### config.mk
export PLATFORM = sky130hd
export DESIGN_NAME = wf_play_ctrl
export DESIGN_NICKNAME = d
export VERILOG_FILES = /design/src/rtl/wf_pkg.sv /design/src/rtl/wf_period_timer.sv /design/src/rtl/wf_play_ctrl.sv
export SDC_FILE = /design/constraint.sdc
export NUM_CORES = 1
export LEC_CHECK = 0
export CAP_MARGIN = 5
export CORE_ASPECT_RATIO = 1.75
export CORE_MARGIN = 2
export CORE_UTILIZATION = 25
export CTS_BUF_LIST = sky130_fd_sc_hd__clkbuf_16
export CTS_CLUSTER_DIAMETER = 200
export DETAILED_ROUTE_END_ITERATION = 7
export MAX_ROUTING_LAYER = met4
export SLEW_MARGIN = 20
export SYNTH_ARGS = -nofsm -noshare
export SYNTH_HDL_FRONTEND = slang
export SYNTH_SLANG_ARGS = --single-unit
### constraint.sdc
create_clock -name i_clk -period 3.28 [get_ports i_clk]
set_input_delay 0.984 -clock i_clk [delete_from_list [all_inputs] [get_ports i_clk]]
set_output_delay 0.984 -clock i_clk [all_outputs]
set_load 0.05 [all_outputs]
### src/rtl/wf_pkg.sv
// Shared types and constants for the waveform playback controller.
package wf_pkg;

    localparam int unsigned WF_ADDR_W     = 9;
    localparam int unsigned WF_DATA_W     = 16;
    localparam int unsigned WF_DIV_W      = 16;
    localparam int unsigned WF_MIN_PERIOD = 3;

    typedef enum logic [1:0] {
        StIdle = 2'd0,
        StRun  = 2'd1,
        StDone = 2'd2
    } wf_state_e;

endpackage

### src/rtl/wf_period_timer.sv
// Sample-period countdown: ticks when the count is zero, then reloads max(period,3)-1.
module wf_period_timer
    import wf_pkg::*;
#(
    parameter int unsigned DIV_W = WF_DIV_W
) (
    input  logic             i_clk,
    input  logic             i_rst,
    input  logic             i_clr,
    input  logic             i_en,
    input  logic [DIV_W-1:0] i_period,
    output logic             o_tick
);

    localparam logic [DIV_W-1:0] MIN_RELOAD = DIV_W'(WF_MIN_PERIOD - 1);
    localparam logic [DIV_W-1:0] ONE        = DIV_W'(1);

    logic [DIV_W-1:0] r_cnt;
    logic [DIV_W-1:0] w_reload;

    always_comb begin
        w_reload = i_period - ONE;
        if (i_period < DIV_W'(WF_MIN_PERIOD)) begin
            w_reload = MIN_RELOAD;
        end
    end

    assign o_tick = i_en && (r_cnt == '0);

    always_ff @(posedge i_clk or negedge i_rst) begin
        if (!i_rst) begin
            r_cnt <= '0;
        end else if (i_clr) begin
            r_cnt <= '0;
        end else if (o_tick) begin
            r_cnt <= w_reload;
        end else if (i_en) begin
            r_cnt <= r_cnt - ONE;
        end
    end

endmodule

### src/rtl/wf_play_ctrl.sv
// Waveform playback controller: paced table fetches sharing one RAM port with host writes.
// Optional macro WF_LOOP_EN enables multi-pass playback via i_loop_cnt (0 = infinite).
module wf_play_ctrl
    import wf_pkg::*;
#(
    parameter int unsigned ADDR_W = WF_ADDR_W,
    parameter int unsigned DATA_W = WF_DATA_W,
    parameter int unsigned DIV_W  = WF_DIV_W
) (
    input  logic              i_clk,
    input  logic              i_rst,
    input  logic              i_start,
    input  logic              i_abort,
    input  logic [ADDR_W:0]   i_len,
    input  logic [DIV_W-1:0]  i_period,
    input  logic [15:0]       i_loop_cnt,
    input  logic              i_host_wr_req,
    input  logic [ADDR_W-1:0] i_host_wr_addr,
    input  logic [DATA_W-1:0] i_host_wr_data,
    output logic              o_host_wr_ack,
    output logic              o_ram_en,
    output logic              o_ram_we,
    output logic [ADDR_W-1:0] o_ram_addr,
    output logic [DATA_W-1:0] o_ram_din,
    input  logic [DATA_W-1:0] i_ram_dout,
    output logic [DATA_W-1:0] o_sample,
    output logic              o_sample_vld,
    output logic              o_busy,
    output logic              o_done,
    output logic              o_len_err,
    output logic [ADDR_W-1:0] o_sample_idx,
    output logic [15:0]       o_loop_idx
);

    localparam logic [ADDR_W:0]   LEN_MAX = {1'b1, {ADDR_W{1'b0}}};
    localparam logic [ADDR_W:0]   LEN_ONE = (ADDR_W+1)'(1);
    localparam logic [ADDR_W-1:0] IDX_ONE = ADDR_W'(1);

    wf_state_e         r_state;
    wf_state_e         w_state_nxt;
    logic [ADDR_W-1:0] r_idx;
    logic [ADDR_W-1:0] r_sample_idx;
    logic [15:0]       r_loop_idx;
    logic [DATA_W-1:0] r_sample;
    logic              r_stop;
    logic              r_fetch_pend;
    logic              r_fetch_last;
    logic              r_vld;
    logic              r_done;
    logic              r_len_err;

    logic w_tick;
    logic w_fetch;
    logic w_grant;
    logic w_len_ok;
    logic w_accept;
    logic w_abort;
    logic w_last_entry;
    logic w_last_pass;

    wf_period_timer #(
        .DIV_W (DIV_W)
    ) u_timer (
        .i_clk    (i_clk),
        .i_rst    (i_rst),
        .i_clr    (r_state != StRun),
        .i_en     (r_state == StRun),
        .i_period (i_period),
        .o_tick   (w_tick)
    );

    assign w_len_ok     = (i_len != '0) && (i_len <= LEN_MAX);
    assign w_last_entry = ({1'b0, r_idx} == (i_len - LEN_ONE));
    assign w_abort      = (r_state == StRun) && i_abort;

`ifdef WF_LOOP_EN
    assign w_last_pass = (i_loop_cnt != '0) && ((r_loop_idx + 16'd1) == i_loop_cnt);
`else
    logic w_unused_loop_cnt;
    assign w_unused_loop_cnt = ^i_loop_cnt;
    assign w_last_pass       = 1'b1;
`endif

    // Fetch owns the port; gating with reset releases the port while reset is held.
    assign w_fetch = (r_state == StRun) && w_tick && !r_stop;
    assign w_grant = i_rst && i_host_wr_req && !w_fetch;

    always_comb begin
        o_ram_en   = w_fetch || w_grant;
        o_ram_we   = w_grant;
        o_ram_addr = '0;
        o_ram_din  = '0;
        if (w_fetch) begin
            o_ram_addr = r_idx;
        end else if (w_grant) begin
            o_ram_addr = i_host_wr_addr;
            o_ram_din  = i_host_wr_data;
        end
    end

    always_comb begin
        w_state_nxt = r_state;
        w_accept    = 1'b0;
        case (r_state)
            StIdle: begin
                if (i_start) begin
                    w_accept    = w_len_ok;
                    w_state_nxt = w_len_ok ? StRun : StDone;
                end
            end
            StRun: begin
                if (i_abort || (r_vld && r_done)) begin
                    w_state_nxt = StDone;
                end
            end
            StDone: begin
                if (!i_start) begin
                    w_state_nxt = StIdle;
                end
            end
            default: w_state_nxt = StIdle;
        endcase
    end

    always_ff @(posedge i_clk or negedge i_rst) begin
        if (!i_rst) begin
            r_state      <= StIdle;
            r_idx        <= '0;
            r_sample_idx <= '0;
            r_loop_idx   <= '0;
            r_sample     <= '0;
            r_stop       <= 1'b0;
            r_fetch_pend <= 1'b0;
            r_fetch_last <= 1'b0;
            r_vld        <= 1'b0;
            r_done       <= 1'b0;
            r_len_err    <= 1'b0;
        end else begin
            r_state <= w_state_nxt;
            if ((r_state == StIdle) && i_start) begin
                r_len_err <= !w_len_ok;
            end
            if (w_accept) begin
                r_idx        <= '0;
                r_sample_idx <= '0;
                r_loop_idx   <= '0;
                r_stop       <= 1'b0;
            end else if (w_fetch) begin
                r_sample_idx <= r_idx;
                if (w_last_entry) begin
                    r_idx      <= '0;
                    r_loop_idx <= r_loop_idx + 16'd1;
                    r_stop     <= w_last_pass;
                end else begin
                    r_idx <= r_idx + IDX_ONE;
                end
            end
            // Two-stage fetch pipeline: RAM read latency, then capture; abort kills both.
            r_fetch_pend <= w_fetch && !w_abort;
            r_fetch_last <= w_fetch && w_last_entry && w_last_pass;
            r_vld        <= r_fetch_pend && !w_abort;
            r_done       <= r_fetch_pend && r_fetch_last && !w_abort;
            if (r_fetch_pend && !w_abort) begin
                r_sample <= i_ram_dout;
            end
        end
    end

    assign o_host_wr_ack = w_grant;
    assign o_sample      = r_sample;
    assign o_sample_vld  = r_vld;
    assign o_busy        = (r_state == StRun);
    assign o_done        = r_done;
    assign o_len_err     = r_len_err;
    assign o_sample_idx  = r_sample_idx;
    assign o_loop_idx    = r_loop_idx;

endmodule

==> results of run 1 <==
==> layout make-up <==
| class | instances | area (um2) | area share [%] |
|---|---|---|---|
| clock buffer | 9 | 225 | 3.07 |
| clock inverter | 7 | 70.1 | 0.955 |
| inverter | 13 | 48.8 | 0.665 |
| multi-input combinational | 420 | 2650 | 36.1 |
| sequential | 74 | 1850 | 25.3 |
| tap | 231 | 289 | 3.94 |
| timing repair buffer | 198 | 2210 | 30.1 |
==> per-stage QoR <==
step | setup TNS (ps) | power [mW]
after CTS | 0 | 3.98
after global placement | -8770 | 2.88
after global routing | -404 | 4.22
final | 0 | 4.01
after detailed placement | -9510 | 2.90
after floorplan | 0 | 2.25
==> report_power, final <==
group	leakage (nW)	total (mW)	switching [mW]	internal (mW)
clock network	0.141	0.989	0.401	0.588
logic	2.12	1.84	1.06	0.773
registers	0.999	1.19	0.120	1.07
total	3.26	4.01	1.59	2.43
==> critical path: cells and delay by family <==
kind | cells | cell delay, ps
buffers and inverters | 3 | 850
AND/OR/NAND/NOR | 3 | 430
==> logic make-up (layout without fill, tap and decap cells) <==
group | after synthesis | after routing
buffers and inverters | 39 | 227
DFF | 74 | 74
adders and majority gates | 8 | 8
and+or+nand+nor | 287 | 287
muxes | 11 | 11
AOI/OAI and AO/OA | 74 | 74
xor gates and xnor gates | 40 | 40
==> what timing repair did <==
item / CTS / global route
buffers inserted: 6 / 6
setup endpoints to repair: 46 / 45
pin swaps: 5 / 12
cloned: 1 / 1
gates resized for setup: 9 / 34
==> metal layers <==
layer	global-route usage (%)	part of all wire [%]
met5	-	0
met3	2.44	2.8
met1	15.7	37
met2	28.2	57
met4	7.15	2.6
==> cells in the final DEF (no fill, tap or decap), types with 12 or more instances in the layout <==
cell type | netlist | layout
buf_4 | 1 | 50
inv_1 | 11 | 12
a21oi_1 | 14 | 14
clkdlybuf4s50_1 | 0 | 111
buf_12 | 0 | 30
nor3_1 | 22 | 18
xor2_1 | 27 | 27
o21ai_0 | 13 | 13
and2_1 | 19 | 18
nand3_1 | 19 | 17
dfrtp_1 | 74 | 73
xnor2_1 | 13 | 12
nand2_1 | 120 | 109
nor2_1 | 43 | 40
==> sequential cells by signal, summed over array words and instances, names as in the netlist <==
signal / count
o_loop_idx: 16
r_idx: 9
r_fetch_pend: 1
o_sample_idx: 9
r_state: 2
o_done: 1
u_timer.r_cnt: 16
o_len_err: 1
o_sample: 16
r_stop: 1
r_fetch_last: 1
o_sample_vld: 1
==> worst max-delay path by stage <==
stage,startpoint,endpoint
final,i_host_wr_req,o_ram_din[7]
after global routing,i_host_wr_req,o_ram_din[2]
after CTS,u_timer.r_cnt[4]$_DFFE_PN0P_,o_ram_addr[4]
after detailed placement,i_len[0],r_idx[8]$_DFFE_PN0P_
after global placement,i_len[0],r_idx[8]$_DFFE_PN0P_
after floorplan,r_state[1]$_DFFE_PN0P_,o_ram_addr[0]
==> impl_metrics.tcl, run 1 <==
set metrics [dict create \
    status "completed" \
    hold_class "reg2reg" \
    cp_max_fo 13 \
    slew_headroom_pct 41.4 \
    nets 812 \
    synthSimpleGateAreaFrac_pct 30.9 \
    clkLatencyLatePin_ps 340 \
    cellPowerDensity_nw_per_um2 547 \
    synthesis.instances 533 \
    cp_cell_sequence "clkdlybuf4s50_1 > nand2_2 > nor2_4 > clkbuf_16 > and2_1 > buf_12" \
    ys_seq_area_share_pct 41.2 \
    drive_above_1_share_pct 19.3 \
    slew_viol_final 0 \
    syn_area_um2 4500 \
    fin_util_pct 41.8 \
    overflow 0 \
    grt_usage_pct 15.4 \
    drv_cap 0 \
    r2r_setup_slack_ps 650 \
    synth_ff_type "dfrtp_1" \
    num_io_pins 161 \
    core_um2 17500 \
    instances_no_fill 952 \
    synth-edff-count 0 \
    path_class "in2out" \
    synth_top_area_share_pct 41.2 \
    die_y_um 181 \
    path_clk_slew_ps 60 \
    synth_top_family_by_area "simple AND/OR/NAND/NOR gates" \
    synth_xor_area_share_pct 7.79 \
    worst_pin_slew_ps 879 \
    grt_max_degree 69 \
    synth.avg_cell_area_um2 8.44 \
    ctsHoldBuffers 0 \
    dr.pass1.iters 4 \
    place_congestion 0.840 \
    period_minus_slack_ps 3260 \
    period_share_pct 99.3 \
    wl_um 14700 \
    yosys.area_share.adder_pct 2.22 \
    antenna_found_initial 0 \
    fp.dieArea_um2 19100 \
    viasPerCell 4.70 \
    post_dp_cell_area_um2 6710 \
    cellLeakagePower_nw 3.26 \
    grt_first_pass_wirelength_um 22600 \
    critPathLaunchType "input pin" \
    vias 4479 \
    r2r_start "u_timer.r_cnt[0]$_DFFE_PN0P_" \
    slowest_delay_ps 510 \
    synth_compound_area_share_pct 11.4 \
    std_cell_rows 64 \
    fin_ws_ps 22.5 \
    ys_warn_count 0 \
    preCtsSetupSlack_ps -460 \
    irDropWorstVdd_v 0.000273 \
    rsz0062_at_grt "yes" \
    ys_types 56 \
    required_ps 2300 \
    r2r_cells 9 \
    max_freq_mhz 307 \
    hpwlAfterDp_um 11100 \
    antennaDiodeCount 0 \
    ant_nets 0 \
    cts_htree_levels 3 \
    skew_ps 10.0 \
    final_area_um2 7340 \
    drc 0 \
    cts_buffers 9 \
    r2r-end "o_loop_idx[13]$_DFFE_PN0P_" \
    final-hold-violation-count 0 \
    setup_viol_count_final 0 \
    fillers 1718 \
    min_from "o_sample[5]$_DFFE_PN0P_" \
    synth_top_cells_by_area "dfrtp_1 41%, nand2_1 10%, xor2_1 5.3%" \
    grt_pass1_vias 4383 \
    clockBufferDepth 2 \
    die_width_um 105 \
    post-place-cells 922 \
    yosysMostFrequentCell "nand2_1" \
    cp-end-kind "output port" \
    synth_seq_cells 74 \
    cp.arrival_ps 2270 \
    synthArstFlopShare_pct 100 \
    io_buffers 144 \
    hold_end "o_sample[5]$_DFFE_PN0P_" \
    syn_to_final_growth_pct 63.1 \
    synth_nets 629 \
    drt_iter0_drc 182 \
    yosysTopAreaCell "dfrtp_1" \
    cts_tree "done" \
    synthTopCellsByCount "120 x nand2_1, 74 x dfrtp_1, 43 x nor2_1" \
    wl_per_cell_um 15.4 \
    cts_root_buffer "clkbuf_16" \
    holdWs_ps 472 \
    slowest_stage "clkdlybuf4s50_1" \
    holdPathStages 2 \
    initial_utilization_pct 25.7 \
    synthMuxAreaShare_pct 2.59 \
    cts.sinks 74 \
]
Power figures use the tool's default switching activity.
==> inputs of run 2 (changes only) <==
--- a/config.mk
+++ b/config.mk
@@ -14,2 +14,3 @@
 export DETAILED_ROUTE_END_ITERATION = 7
+export HOLD_SLACK_MARGIN = 0.12
 export MAX_ROUTING_LAYER = met4
==> constraint.sdc (replaced) <==
create_clock -name i_clk -period 3.28 [get_ports i_clk]
set_input_delay 0.656 -clock i_clk [delete_from_list [all_inputs] [get_ports i_clk]]
set_output_delay 0.656 -clock i_clk [all_outputs]
set_load 0.05 [all_outputs]
==> impl_metrics.tcl, run 2 (synthesis gave the netlist of run 1 again) <==
set metrics [dict create \
    layout_commonest_cell "nand2_1" \
    post_cts_buffers 0 \
    drc 0 \
    num_io_pins 161 \
    die_width_um 105 \
    setup_viol_count_final 0 \
    drive_above_1_share_pct 12.9 \
    required_ps 2620 \
    wl_um 14400 \
    rsz0062_at_grt "no" \
    io_buffers 144 \
    nets 791 \
    final-hold-violation-count 0 \
    path_class "reg2out" \
    wl_per_cell_um 15.5 \
    fillers 1745 \
    instances_no_fill 931 \
    max_freq_mhz 326 \
    cts_htree_levels 3 \
    cp_max_fo 12 \
    ant_nets 0 \
    critPathLaunchType "flop" \
    vias 4353 \
    skew_ps 12.9 \
    hold_class "in2async" \
    fp.dieArea_um2 19100 \
    syn_to_final_growth_pct 54.4 \
    path_buf_inv 1 \
    cp-end-kind "output port" \
    cellLeakagePower_nw 3.06 \
    slew_viol_final 0 \
    core_um2 17500 \
    fin_util_pct 39.6 \
    grtUsageMet3_pct 2.69 \
    worst_pin_slew_ps 866 \
    grt_max_degree 67 \
    slowest_delay_ps 610 \
    drv_cap 0 \
    overflow 0 \
    initial_utilization_pct 25.7 \
    grt_most_used_layer "met2" \
    clockBufferDepth 2 \
    grt_pass1_vias 4308 \
    cts_buffers 9 \
    die_y_um 181 \
    grt_first_pass_wirelength_um 23100 \
    antennaDiodeCount 0 \
    grt_usage_pct 15.7 \
    cts.sinks 74 \
    slew_headroom_pct 42.3 \
    period_minus_slack_ps 3070 \
    final_cell_mix "120 x nand2_1, 115 x clkdlybuf4s50_1, 74 x dfrtp_1" \
    clkLatencyLatePin_ps 330 \
    place_congestion 0.850 \
    cp.arrival_ps 2420 \
    power_mw 3.85 \
    viasPerCell 4.68 \
    path_delay_family "simple AND/OR/NAND/NOR gates" \
    dr.pass1.iters 4 \
    post-place-cells 915 \
    met1_usage_pct 15.8 \
    path_clk_slew_ps 70 \
    slowest_stage "or3_1" \
    cellPowerDensity_nw_per_um2 554 \
    drt_iter0_drc 125 \
    antenna_found_initial 0 \
    hpwlAfterDp_um 11300 \
    std_cell_rows 64 \
    period_share_pct 93.6 \
    grt_util_met2_pct 30.1 \
    status "completed" \
    irDropWorstVdd_v 0.000230 \
    cts_tree "done" \
    cp_cell_sequence "nor4_2 > nand3_1 > or3_1 > nand2_1 > buf_12" \
    cts_root_buffer "clkbuf_16" \
]
[run 2: per-layer routing]
metal  vias to the layer above  wire length (um)
met2                        85              8440
met5                         -                 0
met4                         0               187
met3                        16               394
li1                       2168                 -
met1                      2084              5410
[run 2: area by class of cell]
class / instances / area, um2 / share of cell area, %
clock buffers: 9 / 225 / 3.24
clock inverters: 7 / 70.1 / 1.01
inverters: 13 / 48.8 / 0.703
multi-input cells: 420 / 2480 / 35.7
flip-flops and latches: 74 / 1850 / 26.7
well taps: 231 / 289 / 4.16
repair buffers: 177 / 1980 / 28.5
[run 2: worst register-to-register path, stage by stage, from the launching register on]
cell and delay [ps]:
dfrtp_1 410, nor4_2 380, nand3_1 300, or3_1 610, buf_4 290, o31ai_2 290
buf_4 160, o21ai_0 70
[run 2: worst paths after layout]
path / depth (start not counted) / end / slack [ps] / startpoint
setup / recovery: 5 / o_ram_en / 210 / u_timer.r_cnt[6]$_DFFE_PN0P_
max in group asynchronous: 2 / u_timer.r_cnt[5]$_DFFE_PN0P_ / 2020 / i_rst
hold / removal: 1 / o_loop_idx[9]$_DFFE_PN0P_ / 150 / i_rst
setup reg to reg: 7 / o_loop_idx[10]$_DFFE_PN0P_ / 640 / u_timer.r_cnt[6]$_DFFE_PN0P_
min in group i_clk: 2 / o_sample[1]$_DFFE_PN0P_ / 480 / o_sample[1]$_DFFE_PN0P_
hold reg to reg: 2 / o_sample[1]$_DFFE_PN0P_ / 480 / o_sample[1]$_DFFE_PN0P_
[run 2: metrics by stage]
step                hold WS, ps  setup TNS (ps)  area (um2)  setup WS [ps]
CTS                         136               0        6940            179
global route                138               0        6950           4.52
floorplan                   360               0        4500           33.6
global placement            458           -60.1        6640          -48.7
detailed placement          461           -68.2        6640          -41.0
finish                      153               0        6950            209
[run 2: what timing repair did]
| action | 4_1_cts | 5_1_grt |
|---|---|---|
| hold buffers | 0 | 0 |
| setup endpoints to repair | 0 | 21 |
| resized for setup | 0 | 1 |
| endpoints found under the hold margin | 0 | 0 |
[run 2: power breakdown]
part | switching (mW) | leakage (nW) | internal (mW)
logic | 1.02 | 1.92 | 0.671
registers | 0.113 | 1.00 | 1.07
clock network | 0.395 | 0.135 | 0.586
total | 1.53 | 3.06 | 2.32
==> inputs of run 3 (changes only) <==
- SKIP_CTS_REPAIR_TIMING: not set -> 1
==> results of run 3 <==
The final DEF is identical to that of run 2; final timing and power are the same.
